`src/rtl/len5_pkg.sv`:
```
// len5_pkg: core-wide datapath width.
package len5_pkg;
  localparam int XLEN = 64;
endpackage

```
`src/rtl/expipe_pkg.sv`:
```
// expipe_pkg: execution-pipeline load/store types, exception codes and load result buffer entry.
package expipe_pkg;
  import len5_pkg::*;
  typedef enum logic [2:0] {
    LS_BYTE,
    LS_BYTE_U,
    LS_HALFWORD,
    LS_HALFWORD_U,
    LS_WORD,
    LS_WORD_U,
    LS_DOUBLEWORD
  } ldst_type_t;
  localparam int E_LD_ADDR_MISALIGNED = 4;
  localparam int E_LD_ACCESS_FAULT = 5;
  localparam int LRB_ROB_IDX_LEN = 4;
  typedef struct packed {
    ldst_type_t ld_type;
    logic [2:0] byte_off;
    logic [XLEN-1:0] line;
    logic [LRB_ROB_IDX_LEN-1:0] rob_idx;
    logic except;
  } lrb_entry_t;
endpackage

```
`src/rtl/byte_selector.sv`:
```
// byte_selector: extracts the addressed byte/half/word from a doubleword and extends it to XLEN.
module byte_selector
  import len5_pkg::*;
  import expipe_pkg::*;
(
  input  ldst_type_t      type_i,
  input  logic [2:0]      byte_off_i,
  input  logic [XLEN-1:0] line_i,
  output logic [XLEN-1:0] data_o
);
  logic [31:0] word;
  logic [15:0] half;
  logic [7:0] byte_v;
  assign word = byte_off_i[2] ? line_i[63:32] : line_i[31:0];
  assign half = byte_off_i[1] ? word[31:16] : word[15:0];
  assign byte_v = byte_off_i[0] ? half[15:8] : half[7:0];
  always_comb begin
    data_o = line_i;
    case (type_i)
      LS_BYTE:       data_o = {{56{byte_v[7]}}, byte_v};
      LS_BYTE_U:     data_o = {56'd0, byte_v};
      LS_HALFWORD:   data_o = {{48{half[15]}}, half};
      LS_HALFWORD_U: data_o = {48'd0, half};
      LS_WORD:       data_o = {{32{word[31]}}, word};
      LS_WORD_U:     data_o = {32'd0, word};
      default:       data_o = line_i;
    endcase
  end
endmodule

```
`src/rtl/load_result_buffer.sv`:
```
// load_result_buffer: in-order FIFO of raw load responses; extracts, aligns and checks the head for the CDB.
module load_result_buffer
  import len5_pkg::*;
  import expipe_pkg::*;
#(
  parameter int DEPTH = 4,
  parameter int ROB_IDX_LEN = 4,
  parameter int EXCEPT_LEN = 4
) (
  input  logic                   clk_i,
  input  logic                   rst_n_i,
  input  logic                   flush_i,
  input  logic                   mem_valid_i,
  output logic                   mem_ready_o,
  input  ldst_type_t             mem_type_i,
  input  logic [2:0]             mem_byte_off_i,
  input  logic [XLEN-1:0]        mem_line_i,
  input  logic [ROB_IDX_LEN-1:0] mem_rob_idx_i,
  input  logic                   mem_except_i,
  output logic                   cdb_valid_o,
  input  logic                   cdb_ready_i,
  output logic [ROB_IDX_LEN-1:0] cdb_rob_idx_o,
  output logic [XLEN-1:0]        cdb_data_o,
  output logic                   cdb_except_raised_o,
  output logic [EXCEPT_LEN-1:0]  cdb_except_code_o
);
  localparam int PW = $clog2(DEPTH);
  localparam int CW = PW + 1;
  localparam logic [CW-1:0] FULL = CW'(DEPTH);
  lrb_entry_t entries [DEPTH];
  lrb_entry_t head_e;
  logic [PW-1:0] head, tail;
  logic [CW-1:0] count;
  logic push, pop, misaligned;
  logic [XLEN-1:0] sel_data;
  assign mem_ready_o = count != FULL;
  assign cdb_valid_o = count != '0;
  assign push = mem_valid_i && mem_ready_o && !flush_i;
  assign pop = cdb_valid_o && cdb_ready_i && !flush_i;
  always_ff @(posedge clk_i or negedge rst_n_i) begin
    if (!rst_n_i) begin
      head <= '0;
      tail <= '0;
      count <= '0;
    end else if (flush_i) begin
      head <= tail;
      count <= '0;
    end else begin
      head <= head + PW'(pop);
      tail <= tail + PW'(push);
      count <= count + CW'(push) - CW'(pop);
    end
  end
  // Entry payload needs no reset: it is only observed while count says it is live.
  always_ff @(posedge clk_i) begin
    if (push) entries[tail] <= '{ld_type: mem_type_i, byte_off: mem_byte_off_i, line: mem_line_i,
                                 rob_idx: LRB_ROB_IDX_LEN'(mem_rob_idx_i), except: mem_except_i};
  end
  assign head_e = entries[head];
  byte_selector u_byte_selector (
    .type_i    (head_e.ld_type),
    .byte_off_i(head_e.byte_off),
    .line_i    (head_e.line),
    .data_o    (sel_data)
  );
  always_comb begin
    misaligned = 1'b0;
    case (head_e.ld_type)
      LS_HALFWORD, LS_HALFWORD_U: misaligned = head_e.byte_off[0];
      LS_WORD, LS_WORD_U:         misaligned = head_e.byte_off[1:0] != 2'd0;
      LS_DOUBLEWORD:              misaligned = head_e.byte_off != 3'd0;
      default:                    misaligned = 1'b0;
    endcase
  end
  assign cdb_rob_idx_o = ROB_IDX_LEN'(head_e.rob_idx);
  assign cdb_except_raised_o = head_e.except || misaligned;
  assign cdb_except_code_o = head_e.except ? EXCEPT_LEN'(E_LD_ACCESS_FAULT)
                           : misaligned ? EXCEPT_LEN'(E_LD_ADDR_MISALIGNED) : '0;
  assign cdb_data_o = cdb_except_raised_o ? '0 : sel_data;
`ifndef SYNTHESIS
  assert property (@(posedge clk_i) disable iff (!rst_n_i) !(push && count == FULL));
  assert property (@(posedge clk_i) disable iff (!rst_n_i) !(pop && count == '0));
`endif
endmodule

```
`config.mk`:
```
export PLATFORM = sky130hd
export DESIGN_NAME = load_result_buffer
export DESIGN_NICKNAME = d
export VERILOG_FILES = /design/src/rtl/len5_pkg.sv /design/src/rtl/expipe_pkg.sv /design/src/rtl/byte_selector.sv /design/src/rtl/load_result_buffer.sv
export SDC_FILE = /design/constraint.sdc
export NUM_CORES = 1
export LEC_CHECK = 0
export CAP_MARGIN = 30
export CORE_ASPECT_RATIO = 1.1
export CORE_MARGIN = 10
export CORE_UTILIZATION = 40
export CTS_CLUSTER_SIZE = 40
export DETAILED_ROUTE_END_ITERATION = 6
export GPL_ROUTABILITY_DRIVEN = 0
export PLACE_DENSITY = 0.7
export RECOVER_POWER = 50
export SLEW_MARGIN = 20
export SYNTH_ARGS = -nofsm -noshare
export SYNTH_HDL_FRONTEND = slang
export SYNTH_SLANG_ARGS = --single-unit
```
`constraint.sdc`:
```
create_clock -name clk_i -period 20.3 [get_ports clk_i]
set_input_delay 3.045 -clock clk_i [delete_from_list [all_inputs] [get_ports clk_i]]
set_output_delay 3.045 -clock clk_i [all_outputs]
set_load 0.005 [all_outputs]
```
# Yosys cells after proc, flatten, opt, wreduce, memory -nomap -nowiden

Memories as Yosys holds them, arrays and structs flattened.
Cells that the tools add are included.

$add $sub $neg: 4
Multipliers: 0
Div/mod/pow operators: 0
Order comparisons: 0
Eq/ne operators: 7
Shifts and indexed selects: 0
Muxes and demuxes: 12
Bitwise gates (word level): 0
Reduce and logical (&&, ||, !) cells: 12

Operators by type and width:

| cell                                                 | number |
|---|---|
| one-hot mux 64 bit (6 select lines)                  | 1 |
| two-way mux 64 bit                                   | 1 |
| two-way mux 32 bit                                   | 1 |
| two-way mux 16 bit                                   | 1 |
| equality test 3 bit (second input constant)          | 3 |
| two-way mux 3 bit                                    | 3 |
| two-way mux 8 bit                                    | 1 |
| equality test 3 x 2 -> 1 bit (second input constant) | 2 |
| nonzero test 3 bit                                   | 2 |
| adder 2 x 1 -> 2 bit                                 | 2 |
| logical AND 1 bit                                    | 4 |
| OR reduction 2 bit                                   | 2 |
| adder 3 x 1 -> 3 bit                                 | 1 |
| equality test 3 x 1 -> 1 bit (second input constant) | 1 |
| logical NOT 3 bit                                    | 1 |
| != test 3 bit (second input constant)                | 1 |
| one-hot mux 1 bit (3 select lines)                   | 1 |
| subtractor 3 x 1 -> 3 bit                            | 1 |
| two-way mux 1 bit                                    | 2 |
| two-way mux 2 bit                                    | 1 |
| nonzero test 2 bit                                   | 1 |
| logical NOT 1 bit                                    | 1 |
| logical OR 1 bit                                     | 1 |

Register bits: 7
Bits in latches: 0
Memory bits (writable): 300
Memory bits (read-only): 0
Output and inout bits: 75
Memories kept: 1

Memories:

| memory  | words | bits a word | rd ports | clocked after memory_dff | write ports | line                     | text |
|---|---|---|---|---|---|---|---|
| entries | 4     | 75          | 1        | 0                        | 1           | load_result_buffer.sv:30 | `lrb_entry_t entries [DEPTH];` |

# Depth between registers and ports, before layout

Depth after elaboration: 6
Mapped depth: 11
Depth with buffers taken out: 11

# Hierarchy

Synthesis repeated with hierarchy kept, for this count alone.

Cell total of the unflattened synthesis: 821
Area total of the unflattened synthesis: 14411.3 um2

Modules (own cells, without submodules):

| module             | times used | cells each | area an instance (um2) | sequential area each (um2) |
|---|---|---|---|---|
| load_result_buffer | 1          | 602        | 12639.6                | 9183.8 |
| byte_selector      | 1          | 219        | 1771.7                 | 0.0 |

# Worst setup path before layout

Ideal clock, no wire load.

Path kind: input -> register
Start point: in flush_i
End point: mem entries[0][0] (netlist bit) (enable)
Library setup time: 0.692 ns
Arrival: 10.415 ns
Slack: 9.193 ns
Cell stages on the path: 2
Buffers on the path: 1
Path through: clkbuf_1 -> nor4_1

Word-level cells in the longest chain between the ends: 4

RTL lines:

| item                                    | line                     | text |
|---|---|---|
| start, declared                         | load_result_buffer.sv:12 | `input logic flush_i,` |
| logical NOT 1 bit                       | load_result_buffer.sv:38 | `assign push = mem_valid_i && mem_ready_o && !flush_i;` |
| logical AND 1 bit                       | load_result_buffer.sv:38 |  |
| two-way mux 1 bit                       | load_result_buffer.sv:56 | `if (push) entries[tail] <= '{ld_type: mem_type_i, byte_off: mem_byte_off_i, line: mem_line_i,` |
| two-way mux 1 bit (implied by the code) | load_result_buffer.sv:56 |  |
| end, declared                           | load_result_buffer.sv:30 |  |

Every way passes these cells.

# Worst setup path in the final report

Start point: reg head[0]
End point: out cdb_data_o[0]

Word-level cells in the longest chain between the ends: 6

RTL lines:

| item                                                                    | line                                          | text |
|---|---|---|
| start, declared                                                         | load_result_buffer.sv:32                      | `logic [PW-1:0] head, tail;` |
| start signal, assigned                                                  | load_result_buffer.sv:46                      | `head <= tail;` |
| start signal, assigned                                                  | load_result_buffer.sv:49                      | `head <= head + PW'(pop);` |
| memory read (4 x 75 bit) (*)                                            | --                                            |  |
| two-way mux 32 bit, or another cell as far along                        | byte_selector.sv:14                           | `assign word = byte_off_i[2] ? line_i[63:32] : line_i[31:0];` |
| two-way mux 16 bit or OR reduction 2 bit (tied branches)                | byte_selector.sv:15, load_result_buffer.sv:68 |  |
| two-way mux 8 bit or one-hot mux 1 bit (3 select lines) (tied branches) | byte_selector.sv:16, load_result_buffer.sv:68 |  |
| one-hot mux 64 bit (6 select lines) or logical OR 1 bit (tied branches) | byte_selector.sv:19, load_result_buffer.sv:76 |  |
| two-way mux 64 bit (*)                                                  | load_result_buffer.sv:79                      | `assign cdb_data_o = cdb_except_raised_o ? '0 : sel_data;` |
| end, declared                                                           | load_result_buffer.sv:23                      | `output logic [XLEN-1:0] cdb_data_o,` |

Mark *: on every way between the ends. The rest lies on a longest branch, timed or not.

==> flow_metrics.tcl <==
set metrics [dict create \
    status "finished with violations" \
    violations "capacitance limit, slew limit" \
    cp_cell_sequence "buf_4, mux4_2, a21boi_1, a221oi_2, buf_4, inv_2, buf_12, a2111oi_1, clkdlybuf4s50_1" \
    wl_per_cell_um 24.8 \
    grt_max_degree 59 \
    avgSynthCellArea_um2 18.0 \
    hold_buffers 0 \
    maxCapViolations 1 \
    viasPerCell 5.72 \
    synth.distinct_cells 48 \
    synth-seq-cells 307 \
    drt_wl_total_um 33600 \
    cts.path.max_buffers 3 \
    clock_skew_ns 0.0151 \
    die_area_um2 42000 \
    port_buffers 152 \
    overflow 0 \
    h-tree-depth 1 \
    final_cells 1355 \
    syn2layout_area_growth_pct 21.4 \
    syn_area_um2 13700 \
    final-hold-violation-count 0 \
    period_minus_slack_ns 8.44 \
    fp.dieH_um 214 \
    cts_buffers 31 \
    coreArea_um2 33500 \
    setup_viol 0 \
    io_pins 155 \
    drc 0 \
    root_buffer "clkbuf_16" \
    cpMostUsedCell "buf_4" \
    grt_pass1_vias 7874 \
    layout_commonest_cell "edfxtp_1" \
    clock_sinks 307 \
    dr.pass1.iters 5 \
    dpl.hpwl_um 22600 \
    die-width_um 196 \
    setup_ws_ns 11.86 \
    dp_slack_ns 12.45 \
    cts_setup_buffers 0 \
    slew_violations 38 \
    critical_path_class "reg -> out" \
    fillCellCount 2768 \
    synth_warnings 0 \
    ant_nets 0 \
    tns_ns 0 \
    timing.final.crit_share_pct 41.6 \
    grt_usage_pct 15.8 \
    clk_latency_ns 0.56 \
    fmax_ghz 0.118 \
    path_clk_slew_ns 0.06 \
    drive_gt1_share_pct 21.4 \
    drtIter0Drc 756 \
    slowest_stage "mux4_2" \
    worstMarginPinSlew_ns 1.95 \
    syn-instance-count 758 \
    rsz0062_at_grt "false" \
    required_ns 17.26 \
    antenna_found_initial 8 \
    fin_nets 981 \
    layout_common_cells "300 x edfxtp_1, 78 x dlygate4sd3_1, 75 x mux4_2" \
    peakVddDrop_mv 0.0892 \
    grt_pass1_wl_um 50800 \
    multiInputGateArea_um2 4130 \
    hold_ws_ns 0.629 \
    seqCellArea_um2 9190 \
    cp_max_fo 32 \
    slew_headroom_pct -30.0 \
    yosysSeqAreaShare_pct 67.2 \
    placedCellCount 1296 \
    start_util_pct 40.9 \
    via_count 7749 \
    crit_arrival_ns 5.40 \
    crit_path_max_incr_delay_ns 0.89 \
    hold_class "reg -> reg" \
    critPathLaunchType "flop" \
    cts_tree "yes" \
    crit_path_end_kind "primary output" \
    power.leakage_nw 5.31 \
    num_rows 70 \
    p_per_area_nw_per_um2 150 \
    cts_resized 0 \
]
[kinds of logic (layout without fill, tap and decap cells)]
| family | after synthesis | after routing | synth area share [%] |
|---|---|---|---|
| compound gates | 119 | 119 | 8.04 |
| xor+xnor | 6 | 6 | 0.384 |
| fa+ha+maj | 3 | 3 | 0.329 |
| buf+inv | 69 | 231 | 2.81 |
| flops | 307 | 307 | 67.2 |
| mux | 153 | 153 | 18.2 |
| other cells | 1 | 4 | 0.0274 |
| simple gates | 100 | 100 | 3.07 |
[worst paths after layout]
kind / startpoint / end / slack, ns / depth (start not counted)
max: head[0] / cdb_data_o[0] / 11.86 / 9
min: tail[1] / tail[1] / 0.63 / 1
max reg2reg: count[2] / entries[3][47] / 16.85 / 5
min reg2reg: tail[1] / tail[1] / 0.63 / 1
max in group asynchronous: rst_n_i / head[1] / 17.19 / 1
min in group asynchronous: rst_n_i / count[1] / 2.83 / 1
[flip-flops by register name, summed over array words and instances, names as in the netlist]
name	flops
entries	300
count	3
head	2
tail	2
[synth_stat cells, drive strengths merged]
cell type	number	area [um2]
a2111oi	8	110
mux4	75	1690
ha	2	25.0
xor2	2	17.5
dfrtp	7	175
mux2i	68	681
and3	1	6.26
clkbuf	18	67.6
a211oi	8	95.1
a31oi	16	131
a21oi	9	45.0
a21o	2	15.0
nand4	1	6.26
a41oi	32	460
or4	1	7.51
o31ai	1	7.51
fa	1	20.0
edfxtp	300	9010
nor2b	3	26.3
nor4	1	6.26
nand3b	1	7.51
a211o	1	8.76
mux2	10	113
nand2	54	203
o21ai	39	195
o22a	1	8.76
nand2b	2	12.5
inv	4	15.0
conb	1	3.75
nor2	31	116
a221oi	1	15.0
a21boi	1	7.51
nor3	1	5.00
xnor2	4	35.0
nand3	3	15.0
buf	47	302
nor3b	1	7.51
[final cells by class]
cell class	count	area share, %
Sequential cell	307	55.4
Multi-Input combinational cell	383	24.9
Clock inverter	20	1.22
Antenna cell	2	0.0302
Tap cell	432	3.26
Timing Repair Buffer	171	10.3
Inverter	4	0.0905
Clock buffer	36	4.79
[per-stage QoR]
step                      util [%]  area [um2]  power (mW)
final                         49.6       16600        2.49
after global routing          49.6       16600        2.62
after CTS                     49.5       16600        2.51
after detailed placement      46.5       15600        1.94
after global placement        46.4       15500        1.93
after floorplan                  -       13700        1.52
[worst max-delay path, delay by kind of cell (launching register included)]
kind,cells,cell delay (ns)
multiplexers,1,0.89
buffers and inverters,5,1.99
flip-flops,1,0.81
AO/OA/AOI/OAI,3,1.09
[routing by layer]
metal	GRT usage (%)	share of wire (%)
met3	4.12	8.5
met2	25.7	49
met1	20.5	40
met5	0	0.13
met4	4.00	2.7
[power breakdown]
group	internal (mW)	total, mW	switching (mW)
Sequential	0.770	0.811	0.0412
Clock	0.329	0.556	0.227
Combinational	0.508	1.12	0.616
(Power assumes the default switching activity.)
